**src/rtl/scan_sequencer.sv**
```systemverilog
// Raster frame-scan controller: walks an external 4-bit pixel counter and an
// internal line counter, fetching each pixel from memory and handing it to the serializer.
module scan_sequencer #(
   parameter int unsigned PX_PER_LINE = 16,
   parameter int unsigned LINES       = 8,
   parameter int unsigned LINE_W      = 3,
   parameter int unsigned ADDR_W      = 7,
   parameter int unsigned PIX_W       = 8
) (
   input  logic              clock,
   input  logic              ResetN,
   input  logic              Start,
   input  logic              Stop,
   input  logic [3:0]        PxCount,
   output logic              ResetPx,
   output logic              IncPx,
   output logic              MemReq,
   output logic [ADDR_W-1:0] MemAddr,
   input  logic              MemAck,
   input  logic [PIX_W-1:0]  MemData,
   output logic              PixValid,
   output logic [PIX_W-1:0]  PixData,
   input  logic              PixReady,
   output logic [LINE_W-1:0] LineOut,
   output logic              Busy,
   output logic              FrameDone
);

   typedef enum logic [2:0] {
      S_INIT,
      S_IDLE,
      S_FETCH,
      S_SEND,
      S_LINE_END,
      S_DONE
   } state_e;

   localparam logic [3:0]        LAST_PX   = 4'(PX_PER_LINE - 1);
   localparam logic [LINE_W-1:0] LAST_LINE = LINE_W'(LINES - 1);

   state_e              state_q, state_d;
   logic [LINE_W-1:0]   line_q, line_d;
   logic [PIX_W-1:0]    pix_data_q, pix_data_d;

   logic                in_frame;
   logic                abort;
   logic                start_ok;
   logic                px_accept;
   logic                last_px;
   logic                last_line;

   always_comb begin
      in_frame  = (state_q == S_FETCH) || (state_q == S_SEND) ||
                  (state_q == S_LINE_END) || (state_q == S_DONE);
      abort     = Stop && in_frame;
      start_ok  = (state_q == S_IDLE) && Start && !Stop;
      px_accept = (state_q == S_SEND) && PixReady && !Stop;
      last_px   = (PxCount == LAST_PX);
      last_line = (line_q == LAST_LINE);
   end

   always_ff @(posedge clock or negedge ResetN) begin
      if (!ResetN) begin
         state_q <= S_INIT;
      end else begin
         state_q <= state_d;
      end
   end

   // Stop overrides every in-frame transition, including a coincident handshake.
   always_comb begin
      state_d = state_q;
      unique case (state_q)
         S_INIT:     state_d = S_IDLE;
         S_IDLE:     if (start_ok) state_d = S_FETCH;
         S_FETCH:    if (MemAck) state_d = S_SEND;
         S_SEND:     if (PixReady) state_d = last_px ? S_LINE_END : S_FETCH;
         S_LINE_END: state_d = last_line ? S_DONE : S_FETCH;
         S_DONE:     state_d = S_IDLE;
         default:    state_d = S_INIT;
      endcase
      if (abort) state_d = S_IDLE;
   end

   always_comb begin
      ResetPx   = 1'b0;
      IncPx     = 1'b0;
      MemReq    = 1'b0;
      PixValid  = 1'b0;
      Busy      = in_frame;
      FrameDone = 1'b0;
      unique case (state_q)
         S_INIT:     ResetPx = 1'b1;
         S_IDLE:     ResetPx = start_ok;
         S_FETCH:    MemReq = 1'b1;
         S_SEND: begin
            PixValid = 1'b1;
            if (px_accept) begin
               ResetPx = last_px;
               IncPx   = !last_px;
            end
         end
         S_LINE_END: ResetPx = 1'b0;
         S_DONE:     FrameDone = !Stop;
         default:    ResetPx = 1'b1;
      endcase
      if (abort) begin
         ResetPx = 1'b1;
         IncPx   = 1'b0;
      end
   end

   always_comb begin
      line_d = line_q;
      if (start_ok) begin
         line_d = '0;
      end else if ((state_q == S_LINE_END) && !Stop && !last_line) begin
         line_d = line_q + LINE_W'(1);
      end
   end

   always_comb begin
      pix_data_d = pix_data_q;
      if ((state_q == S_FETCH) && MemAck && !Stop) begin
         pix_data_d = MemData;
      end
   end

   always_ff @(posedge clock or negedge ResetN) begin
      if (!ResetN) begin
         line_q     <= '0;
         pix_data_q <= '0;
      end else begin
         line_q     <= line_d;
         pix_data_q <= pix_data_d;
      end
   end

   always_comb begin
      MemAddr = ADDR_W'(line_q) * ADDR_W'(PX_PER_LINE) + ADDR_W'(PxCount);
   end

   assign PixData = pix_data_q;
   assign LineOut = line_q;

endmodule

```
**config.mk**
```make
export PLATFORM = sky130hd
export DESIGN_NAME = scan_sequencer
export DESIGN_NICKNAME = d
export VERILOG_FILES = /design/src/rtl/scan_sequencer.sv
export SDC_FILE = /design/constraint.sdc
export NUM_CORES = 1
export LEC_CHECK = 0
export CORE_MARGIN = 2
export CORE_UTILIZATION = 58
export CTS_BUF_LIST = sky130_fd_sc_hd__clkbuf_8
export CTS_CLUSTER_DIAMETER = 150
export DETAILED_ROUTE_END_ITERATION = 6
export DONT_BUFFER_PORTS = 1
export HOLD_SLACK_MARGIN = 0.03
export PLACE_DENSITY_LB_ADDON = 0.2
export SLEW_MARGIN = 15
export SYNTH_ARGS = -nofsm -noshare
export SYNTH_HDL_FRONTEND = slang
export SYNTH_SLANG_ARGS = --single-unit
export TNS_END_PERCENT = 1
```
**constraint.sdc**
```tcl
create_clock -name clock -period 1.6 [get_ports clock]
set_input_delay 0.4 -clock clock [delete_from_list [all_inputs] [get_ports clock]]
set_output_delay 0.4 -clock clock [all_outputs]
set_load 0.05 [all_outputs]
```
==> results.py <==
metrics = {
    "outcome": {
        "status": "complete, but fails checks",
        "violations": "setup timing",
    },
    "clocking": {
        "clk_latency_ps": 250,
        "cts-buffers-inserted": 3,
        "cts_max_level": 1,
        "cts_sinks": 14,
        "cts_tree": "done",
        "clkTransAtPathRegs_ps": 60,
        "root_buffer": "clkbuf_8",
        "clockBufferDepth": 2,
    },
    "yosys": {
        "synth_cell_types": 30,
        "netlist_area_um2": 846,
        "ys.warnings.count": 0,
        "synthFlopType": "dfrtp_1",
        "synth_nets": 100,
        "synthCells": 79,
        "async_reset_ff_frac": 1.00,
        "ys_ff_latch": 14,
        "synth_edf_count": 0,
        "ys_seq_area_frac": 0.414,
        "syn_avg_cell_area_um2": 10.7,
    },
    "route": {
        "drt_drc_violations_left": 0,
        "viasPerCell": 7.41,
        "wl_um": 3290,
        "ant_nets": 0,
        "vias": 874,
        "routedWlPerCell_um": 27.9,
        "dr_wl_met3_um": 459,
        "drt_iter0_markers": 69,
        "drtPass1Iterations": 4,
        "met2_length_um": 1460,
        "highest_layer": "met4",
        "met1Wirelength_um": 1170,
    },
    "finish": {
        "num-fill-cells": 25,
        "area_growth_pct": 52.2,
        "fin_nets": 125,
        "drive_gt1_frac": 0.621,
        "antenna_cells": 0,
    },
    "min_path": {
        "worstHoldPathType": "primary input to flip-flop",
        "hold_start": "MemData[1]",
        "min_path_cells": 1,
        "min_delay_worst_endpoint": "PixData[1]$_DFFE_PN0P_",
    },
    "setup_path": {
        "setup.worst_path.start": "state_q[1]$_DFFE_PN0P_",
        "crit_path_end_kind": "output pin",
        "worstPathRequired_ps": 1200,
        "cp_cell_sequence": "buf_4 > nand3b_1 > buf_6 > nor4b_4 > buf_12",
        "r2r-end": "state_q[0]$_DFFE_PN0P_",
        "cpPeakStageDelay_ps": 470,
        "reg2regPathDepth": 6,
        "cp_max_fo": 5,
        "path_delay_family": "buffers and inverters",
        "reg2reg_slack_ps": -280,
        "start_kind": "flip-flop",
        "slowest_stage": "dfrtp_2",
        "worst-path-buf-inv": 3,
        "arrival_ps": 1680,
        "crit_type": "flip-flop to output pin",
        "r2r_start": "state_q[1]$_DFFE_PN0P_",
    },
    "sta": {
        "finalWorstSetupSlack_ps": -480,
        "period_needed_ps": 2080,
        "finalMaxSlewViolations": 0,
        "whs_ps": 299,
        "slew_headroom": 0.580,
        "period_share": 1.30,
        "tightest_slew_ps": 628,
        "fmax_ghz": 0.481,
        "fin_skew_ps": 2.12,
        "setup_viol": 20,
        "finalHoldViolCount": 0,
        "rsz0062_at_grt": "true",
    },
    "power": {
        "powerDensity_nw_per_um2": 2280,
        "ir_drop_mv": 1.50,
        "leakage_uw": 0.000552,
        "total_power_uw": 2940,
    },
    "global_routing": {
        "antenna_found_initial": 0,
        "grt_pass1_wl_um": 3940,
        "first_global_vias": 844,
        "grt_usage": 0.300,
        "grt-ovfl-total": 0,
        "grt_max_degree": 15,
    },
    "floorplanning": {
        "die_h_um": 42.2,
        "ios": 42,
        "coreArea_um2": 1330,
        "start_util": 0.634,
        "die_w_um": 42.2,
        "die-area_um2": 1780,
        "num_rows": 13,
    },
    "placed_design": {
        "dp_hpwl_um": 1460,
        "gp_congestion": 0.958,
        "portBuffers": 0,
    },
    "flow_run": {
        "cap_violations": 0,
    },
}
[placed cells by master, fill, tap and decap left out, types with 2 or more instances in the layout]
master    synthesis  final
mux2i_1           2      2
inv_1             4      4
nand3_1           2      2
dfrtp_1          14     10
o21ai_2           0      2
nor3b_4           0      2
mux2_2            9      9
buf_4             7     17
clkbuf_8          0      3
dfrtp_2           0      4
or3_1             3      2
nand2_1           3      2
nor4b_4           0      2
a21oi_1           4      3
buf_12            0      3
ha_4              0      3
buf_6             1      8
[cells in the mapped netlist (2+ instances only)]
master   instances  area (um^2)
mux2_2           9          101
inv_1            4         15.0
nor3b_1          2         15.0
a21oi_1          4         20.0
dfrtp_1         14          350
or3_1            3         18.8
nor4b_1          3         26.3
and3_1           2         12.5
buf_4            7         52.6
a32oi_1          2         17.5
ha_1             3         37.5
o21ai_0          4         20.0
nand3_1          2         10.0
nand2_1          3         11.3
mux2i_1          2         20.0
[repair_timing]
| item | in CTS | in global routing |
|---|---|---|
| setup buffers | 6 | 3 |
| setup endpoints to repair | 11 | 20 |
| hold endpoints to repair | 14 | 0 |
| resized for setup | 18 | 9 |
| hold buffers | 1 | 0 |
| pin swaps | 5 | 3 |
[final cells by class]
type | instances | area [um^2] | area share
clock buffer | 3 | 41.3 | 0.0321
clock inverter | 1 | 3.75 | 0.00292
inverter | 4 | 17.5 | 0.0136
multi-input combinational | 51 | 548 | 0.426
sequential | 14 | 355 | 0.276
tap | 15 | 18.8 | 0.0146
timing repair buffer | 30 | 303 | 0.235
[worst max-delay path by stage]
stage | end | cells past startpoint | slack [ps]
floorplan | LineOut[0]$_DFFE_PN0P_ | 5 | -260
CTS | ResetPx | 4 | -340
global route | IncPx | 5 | -490
finish | IncPx | 5 | -480
detailed placement | LineOut[1]$_DFFE_PN0P_ | 6 | -150
global placement | ResetPx | 4 | -120
[power breakdown]
part | switching [uW] | internal, uW
Combinational | 862 | 774
Clock | 132 | 170
Sequential | 513 | 490
Total | 1510 | 1430
[state kept, by name (all words and copies together) (netlist names)]
signal / count
state_q: 3
LineOut: 3
PixData: 8
[through the flow]
step                      setup slack [ps]  instance area [um^2]  std cells  TNS (ps)  utilization
after floorplan                       -256                   933         79     -2410            -
after global placement                -119                  1070        104      -481        0.799
after detailed placement              -151                  1070        104      -658        0.799
after CTS                             -336                  1210        115     -1840        0.909
after global routing                  -488                  1290        118     -3490        0.965
final                                 -480                  1290        118     -3240        0.965
[metal layers]
layer | vias up | GRT usage
li1 | 339 | -
met1 | 394 | 0.333
met2 | 114 | 0.548
met3 | 27 | 0.0776
met4 | 0 | 0.100
met5 | - | 0
[cells by family (layout without fill, tap and decap cells)]
| group | after synthesis | count (layout) | share of synthesized area |
|---|---|---|---|
| simple gates | 22 | 22 | 0.180 |
| compound gates | 15 | 15 | 0.114 |
| flops | 14 | 14 | 0.414 |
| buf+inv | 14 | 38 | 0.104 |
| mux | 11 | 11 | 0.143 |
| fa+ha+maj | 3 | 3 | 0.0444 |
Note: power is estimated with default switching activity, not from simulation.
